<file path="src/rtl/rs_fifo_srl_af_ctrl_pkg.sv">
// Shared definitions for the rs_fifo family: sizing helper, registered flag bundle
// and the occupancy-to-flag mapping used by every FIFO controller.
package rs_fifo_srl_af_ctrl_pkg;

  typedef struct packed {
    logic full_n;
    logic empty_n;
    logic almost_empty_n;
  } fifo_flags_t;

  localparam fifo_flags_t FLAGS_RESET = '{full_n: 1'b1, empty_n: 1'b0, almost_empty_n: 1'b0};

  function automatic int unsigned clog2(input int unsigned value);
    int unsigned result;
    result = 0;
    for (int unsigned v = value - 1; v > 0; v = v >> 1) begin
      result++;
    end
    return result;
  endfunction

  // afull_level is DEPTH-GRACE_PERIOD: full_n drops early so in-flight writes still fit.
  function automatic fifo_flags_t calc_flags(input int unsigned occ,
                                             input int unsigned afull_level,
                                             input int unsigned aempty_level);
    fifo_flags_t f;
    f.full_n         = (occ < afull_level);
    f.empty_n        = (occ != 0);
    f.almost_empty_n = (occ > aempty_level);
    return f;
  endfunction

endpackage

</file>
<file path="src/rtl/rs_fifo_srl_af_ctrl_if.sv">
// Write/read handshake bundle of the SRL FIFO; master is the stream side, slave is the FIFO.
interface rs_fifo_srl_af_ctrl_if #(
  parameter int DATA_WIDTH = 32
);
  logic [DATA_WIDTH-1:0] if_din;
  logic                  if_write;
  logic                  if_write_ce;
  logic                  if_full_n;
  logic [DATA_WIDTH-1:0] if_dout;
  logic                  if_read;
  logic                  if_read_ce;
  logic                  if_empty_n;
  logic                  if_almost_empty_n;

  modport master (
    output if_din, if_write, if_write_ce, if_read, if_read_ce,
    input  if_full_n, if_dout, if_empty_n, if_almost_empty_n
  );

  modport slave (
    input  if_din, if_write, if_write_ce, if_read, if_read_ce,
    output if_full_n, if_dout, if_empty_n, if_almost_empty_n
  );
endinterface

</file>
<file path="src/rtl/rs_fifo_srl_af_ctrl_shift_core.sv">
// Pure shift-register storage with addressable tap; no reset so it maps onto SRL primitives.
module rs_srl_shift_core #(
  parameter int DATA_WIDTH = 32,
  parameter int ADDR_WIDTH = 4,
  parameter int DEPTH      = 16
) (
  input  logic                  clk,
  input  logic                  ce,
  input  logic [DATA_WIDTH-1:0] data,
  input  logic [ADDR_WIDTH-1:0] a,
  output logic [DATA_WIDTH-1:0] q
);

  (* shreg_extract = "yes" *) logic [DATA_WIDTH-1:0] srl [DEPTH];

  always_ff @(posedge clk) begin
    if (ce) begin
      srl[0] <= data;
      for (int unsigned i = 1; i < DEPTH; i++) begin
        srl[i] <= srl[i-1];
      end
    end
  end

  assign q = srl[a];

endmodule

</file>
<file path="src/rtl/rs_fifo_srl_af_ctrl.sv">
// SRL FIFO controller: push/pop qualification, occupancy counter, registered status flags
// with an early almost-full for producers with in-flight writes, and sticky overflow.
module rs_fifo_srl_af_ctrl
  import rs_fifo_srl_af_ctrl_pkg::*;
#(
  parameter int DATA_WIDTH         = 32,
  parameter int ADDR_WIDTH         = 4,
  parameter int DEPTH              = 16,
  parameter int GRACE_PERIOD       = 2,
  parameter int ALMOST_EMPTY_LEVEL = 1
) (
  input  logic                  clk,
  input  logic                  reset,
  rs_fifo_srl_af_ctrl_if.slave  fifo,
  output logic [ADDR_WIDTH:0]   occupancy,
  output logic                  overflow_err
);

  if (DEPTH < 2 || DEPTH > (1 << ADDR_WIDTH)) begin : g_bad_depth
    $error("rs_fifo_srl_af_ctrl: DEPTH=%0d outside 2..2**ADDR_WIDTH", DEPTH);
  end
  if (GRACE_PERIOD < 0 || GRACE_PERIOD > DEPTH - 1) begin : g_bad_grace
    $error("rs_fifo_srl_af_ctrl: GRACE_PERIOD=%0d outside 0..DEPTH-1", GRACE_PERIOD);
  end

  localparam logic [ADDR_WIDTH:0] DEPTH_C = (ADDR_WIDTH+1)'(DEPTH);

  logic                  wr_req;
  logic                  rd_req;
  logic                  push;
  logic                  pop;
  logic                  drop;
  logic [ADDR_WIDTH:0]   occ_nxt;
  logic [ADDR_WIDTH-1:0] head_addr;
  fifo_flags_t           flags_nxt;
  fifo_flags_t           flags_q;

  assign wr_req = fifo.if_write & fifo.if_write_ce;
  assign rd_req = fifo.if_read & fifo.if_read_ce;
  assign pop    = rd_req & (occupancy != '0);
  // A full FIFO still takes a write when the same cycle pops: the shift discards the head.
  assign push   = wr_req & ((occupancy != DEPTH_C) | pop);
  assign drop   = wr_req & ~push;

  always_comb begin
    occ_nxt = occupancy;
    if (push && !pop) begin
      occ_nxt = occupancy + 1'b1;
    end else if (pop && !push) begin
      occ_nxt = occupancy - 1'b1;
    end
  end

  assign flags_nxt = calc_flags(32'(occ_nxt),
                                32'(DEPTH - GRACE_PERIOD),
                                32'(ALMOST_EMPTY_LEVEL));

  always_ff @(posedge clk or posedge reset) begin
    if (reset) begin
      occupancy    <= '0;
      flags_q      <= FLAGS_RESET;
      overflow_err <= 1'b0;
    end else begin
      occupancy <= occ_nxt;
      flags_q   <= flags_nxt;
      if (drop) begin
        overflow_err <= 1'b1;
      end
    end
  end

  assign head_addr = ADDR_WIDTH'(occupancy - 1'b1);

  rs_srl_shift_core #(
    .DATA_WIDTH (DATA_WIDTH),
    .ADDR_WIDTH (ADDR_WIDTH),
    .DEPTH      (DEPTH)
  ) u_srl (
    .clk  (clk),
    .ce   (push),
    .data (fifo.if_din),
    .a    (head_addr),
    .q    (fifo.if_dout)
  );

  assign fifo.if_full_n         = flags_q.full_n;
  assign fifo.if_empty_n        = flags_q.empty_n;
  assign fifo.if_almost_empty_n = flags_q.almost_empty_n;

endmodule

</file>
<file path="src/flat_wrapper.sv">
// flat-port wrapper written by rule: the top's interface ports become plain ports
module rs_fifo_srl_af_ctrl_flat import rs_fifo_srl_af_ctrl_pkg::*;
#(
  parameter int DATA_WIDTH         = 32,
  parameter int ADDR_WIDTH         = 4,
  parameter int DEPTH              = 16,
  parameter int GRACE_PERIOD       = 2,
  parameter int ALMOST_EMPTY_LEVEL = 1
)
  (clk, reset, occupancy, overflow_err, fifo_if_din, fifo_if_write, fifo_if_write_ce, fifo_if_read, fifo_if_read_ce, fifo_if_full_n, fifo_if_dout, fifo_if_empty_n, fifo_if_almost_empty_n);
  rs_fifo_srl_af_ctrl_if #(.DATA_WIDTH(DATA_WIDTH)) fifo_i ();
  input  logic clk;
  input  logic reset;
  output logic [ADDR_WIDTH:0] occupancy;
  output logic overflow_err;
  input wire logic [$bits(fifo_i.if_din)-1:0] fifo_if_din;
  input wire logic [$bits(fifo_i.if_write)-1:0] fifo_if_write;
  input wire logic [$bits(fifo_i.if_write_ce)-1:0] fifo_if_write_ce;
  input wire logic [$bits(fifo_i.if_read)-1:0] fifo_if_read;
  input wire logic [$bits(fifo_i.if_read_ce)-1:0] fifo_if_read_ce;
  output wire logic [$bits(fifo_i.if_full_n)-1:0] fifo_if_full_n;
  output wire logic [$bits(fifo_i.if_dout)-1:0] fifo_if_dout;
  output wire logic [$bits(fifo_i.if_empty_n)-1:0] fifo_if_empty_n;
  output wire logic [$bits(fifo_i.if_almost_empty_n)-1:0] fifo_if_almost_empty_n;
  assign fifo_i.if_din = fifo_if_din;
  assign fifo_i.if_write = fifo_if_write;
  assign fifo_i.if_write_ce = fifo_if_write_ce;
  assign fifo_i.if_read = fifo_if_read;
  assign fifo_i.if_read_ce = fifo_if_read_ce;
  assign fifo_if_full_n = fifo_i.if_full_n;
  assign fifo_if_dout = fifo_i.if_dout;
  assign fifo_if_empty_n = fifo_i.if_empty_n;
  assign fifo_if_almost_empty_n = fifo_i.if_almost_empty_n;
  rs_fifo_srl_af_ctrl #(.DATA_WIDTH(DATA_WIDTH), .ADDR_WIDTH(ADDR_WIDTH), .DEPTH(DEPTH), .GRACE_PERIOD(GRACE_PERIOD), .ALMOST_EMPTY_LEVEL(ALMOST_EMPTY_LEVEL)) u_core (.clk(clk), .reset(reset), .fifo(fifo_i), .occupancy(occupancy), .overflow_err(overflow_err));
endmodule
</file>
<file path="config.mk">
export PLATFORM = sky130hd
export DESIGN_NAME = rs_fifo_srl_af_ctrl_flat
export DESIGN_NICKNAME = d
export VERILOG_FILES = /design/src/rtl/rs_fifo_srl_af_ctrl_pkg.sv /design/src/rtl/rs_fifo_srl_af_ctrl_if.sv /design/src/rtl/rs_fifo_srl_af_ctrl_shift_core.sv /design/src/rtl/rs_fifo_srl_af_ctrl.sv /design/src/flat_wrapper.sv
export SDC_FILE = /design/constraint.sdc
export NUM_CORES = 1
export LEC_CHECK = 0
export CELL_PAD_IN_SITES_DETAIL_PLACEMENT = 1
export CELL_PAD_IN_SITES_GLOBAL_PLACEMENT = 2
export CORE_ASPECT_RATIO = 0.8
export CORE_MARGIN = 4
export CORE_UTILIZATION = 51
export DETAILED_ROUTE_END_ITERATION = 6
export DONT_BUFFER_PORTS = 1
export PLACE_DENSITY_LB_ADDON = 0.15
export SETUP_SLACK_MARGIN = 0.3
export SKIP_LAST_GASP = 1
export SLEW_MARGIN = 20
export SYNTH_ARGS = -nofsm -noshare
export SYNTH_HDL_FRONTEND = slang
export SYNTH_HIERARCHICAL = 1
export SYNTH_SLANG_ARGS = --single-unit
</file>
<file path="constraint.sdc">
create_clock -name clk -period 34.1 [get_ports clk]
set_clock_uncertainty 0.1 [all_clocks]
set_input_delay 6.82 -clock clk [delete_from_list [all_inputs] [get_ports clk]]
set_output_delay 6.82 -clock clk [all_outputs]
set_load 0.03 [all_outputs]
</file>
==> flow_summary.ini <==
[power_and_ir_drop]
leakagePower_uw = 0.00701
cellPowerDensity_nw_per_um2 = 94.7
finalPower_uw = 2070
peakVddDrop_uv = 79.6

[floorplanning]
rows = 64
fp.coreArea_sq_um = 38200
dieHeight_um = 184
io_pins = 79
start_util = 0.516
dieArea_sq_um = 41900
die_x_um = 228

[detailed_routing]
drtAntennaViolNets = 0
drt_iter0_markers = 710
wl_met2_um = 17000
dr_wl_met3_um = 1960
wl_per_cell_um = 25.1
first_pass_iters = 5
wirelength_um = 34900
vias = 8546
wl_met1_um = 15400
via_per_inst = 6.14
post-route-drc-count = 0
highest_layer = met4

[setup_path]
crit_path_start_kind = flop
cp.required_ns = 27.18
r2r_cells = 7
cpMaxStageDelayCell = buf_4
critPathArrivalTime_ns = 4.86
crit_path_end_kind = output port
crit_chain = inv_8 > ha_1 > inv_4 > buf_4 > mux4_2 > a22oi_1 > nand2_1
path_max_fanout = 77
max_stage_delay_ns = 0.91
path_class = flop to output port
rrSetupSlack_ns = 29.36

[placed_design]
place_congestion = 0.756
place_inst = 1298
port_buffers = 0
place_area_sq_um = 20200
hpwlAfterDp_um = 18500

[global_route]
antenna_found_initial = 0
grt_pass1_wl_um = 55100
grt_max_degree = 225
grt_pass1_vias = 9237
grtUsageTotal = 0.167
grt-ovfl-total = 0

[layout]
final_cell_area_sq_um = 21900
multiInputGateArea_sq_um = 3860
final_nets = 896
fill_cells = 3105
drive_gt1_frac = 0.249
final_cell_mix = 512 x edfxtp_1, 128 x mux4_2, 66 x a22oi_1
layout_commonest_cell = edfxtp_1
seqCellArea_sq_um = 15600
fin_cells = 1391
num_antenna_cells = 0
area.growth.synth_to_final_pct = 11.2

[sta]
fin_crit_ns = 11.78
rsz0062_at_grt = no
slew_headroom = 0.270
fin_tns_setup_ns = 0
finalHoldViolCount = 0
period_share = 0.345
drv_slew = 0
whs_ns = 0.343
fmax_mhz = 84.9
setup_violations = 0
tightest_slew_ns = 1.09

[clock_network]
cts.reportedPaths.clkPinSlew_ns = 0.06
cts_tree = yes
post_cts_buffers = 0
clkSinkCount = 521
clock_path_buffers = 3
cts.htree.levels = 2
cts_resized = 0
ctsHoldBuffers = 0
numCtsBuffers = 50
clkLatencyLatePin_ns = 0.56
clock-root-buffer = clkbuf_16

[synthesis]
avgSynthCellArea_sq_um = 23.4
ys_seq_area_frac = 0.792
syn-cell-area_sq_um = 19700
synth_fp_nets = 882
synth_edf_count = 512
yosys_warnings = 6
synthFlopType = edfxtp_1
netlist_instances = 842
async_flop_share = 0.0173
synth_seq_cells = 521
synthDistinctLibCells = 40

[worst_hold_path]
hp-class = flop to flop
min_path_cells = 0

[status]
status = finished, final reports clean

[run]
maxCapViolations = 0
## routing by layer
metal  GRT usage  vias to the layer above
li1            -                     3642
met1       0.238                     4642
met2       0.267                      210
met3      0.0406                       52
met4      0.0416                        0
met5           0                        -
## path summary, 6_finish.rpt
check                                      endpoint                startpoint
setup / recovery                    fifo_if_dout[5]       u_core/occupancy[0]
hold / removal             u_core/u_srl/srl[12][13]  u_core/u_srl/srl[11][13]
min in group asynchronous       u_core/overflow_err                     reset
setup reg to reg            u_core/u_srl/srl[10][6]       u_core/occupancy[0]
hold reg to reg            u_core/u_srl/srl[12][13]  u_core/u_srl/srl[11][13]
max in group asynchronous     u_core/fifo.if_full_n                     reset
## kinds of logic (layout without fill, tap and decap cells)
family	Yosys count	count (layout)	share of synthesized area
flip-flops	521	521	0.792
adder cells (fa/ha/maj)	2	2	0.00127
AO/OA/AOI/OAI	82	82	0.0316
AND/OR/NAND/NOR	52	52	0.0123
XOR/XNOR	6	6	0.00267
multiplexers	128	128	0.146
buffers and inverters	51	105	0.0140
## registers in the layout (all words and copies together) (netlist names)
register / flops
u_core/fifo.if_almost_empty_n: 1
u_core/fifo.if_empty_n: 1
u_core/overflow_err: 1
u_core/occupancy: 5
u_core/fifo.if_full_n: 1
u_core/u_srl/srl: 512
## synth_stat cells, types with 2 or more instances
library cell	instances	area [sq um]
ha_1	2	25.0
xor2_1	2	17.5
and2_1	2	12.5
buf_4	12	90.1
mux4_2	128	2880
nor2b_1	2	12.5
edfxtp_1	512	15400
a31oi_1	2	12.5
nor2_1	4	15.0
a22oi_1	66	495
dfrtp_1	8	200
nand2_1	34	128
inv_1	4	15.0
a21oi_1	2	10.0
buf_1	9	33.8
buf_6	3	33.8
clkbuf_1	17	63.8
buf_2	5	25.0
a31o_2	2	17.5
xnor2_1	4	35.0
a21boi_0	2	15.0
nor3_1	2	10.0
## final cells by class
type / count / share of cell area
flip-flops and latches: 521 / 0.712
multi-input cells: 270 / 0.176
clock buffers: 61 / 0.0619
well taps: 495 / 0.0283
clock inverters: 31 / 0.0145
repair buffers: 9 / 0.00531
inverters: 4 / 0.00114
## power breakdown
part / total [uW] / switching [uW] / internal [uW] / leakage, uW
combinational: 751 / 495 / 256 / 0.00127
sequential: 761 / 27.1 / 734 / 0.00491
clock: 561 / 227 / 334 / 0.000825
## worst max-delay path, delay by kind of cell, from the launching register on
family,cells,cell delay (ns)
flip-flops,1,0.59
adder cells (fa/ha/maj),1,0.43
AND/OR/NAND/NOR,1,0.30
buffers and inverters,3,2.20
AO/OA/AOI/OAI,1,0.25
multiplexers,1,0.43
## per-stage QoR
stage,utilization,worst slack (ns)
global placement,0.529,22.76
finish,0.573,22.32
CTS,0.572,22.06
detailed placement,0.529,22.66
floorplan,-,10.55
global route,0.573,21.84
Power figures use the tool's default switching activity.
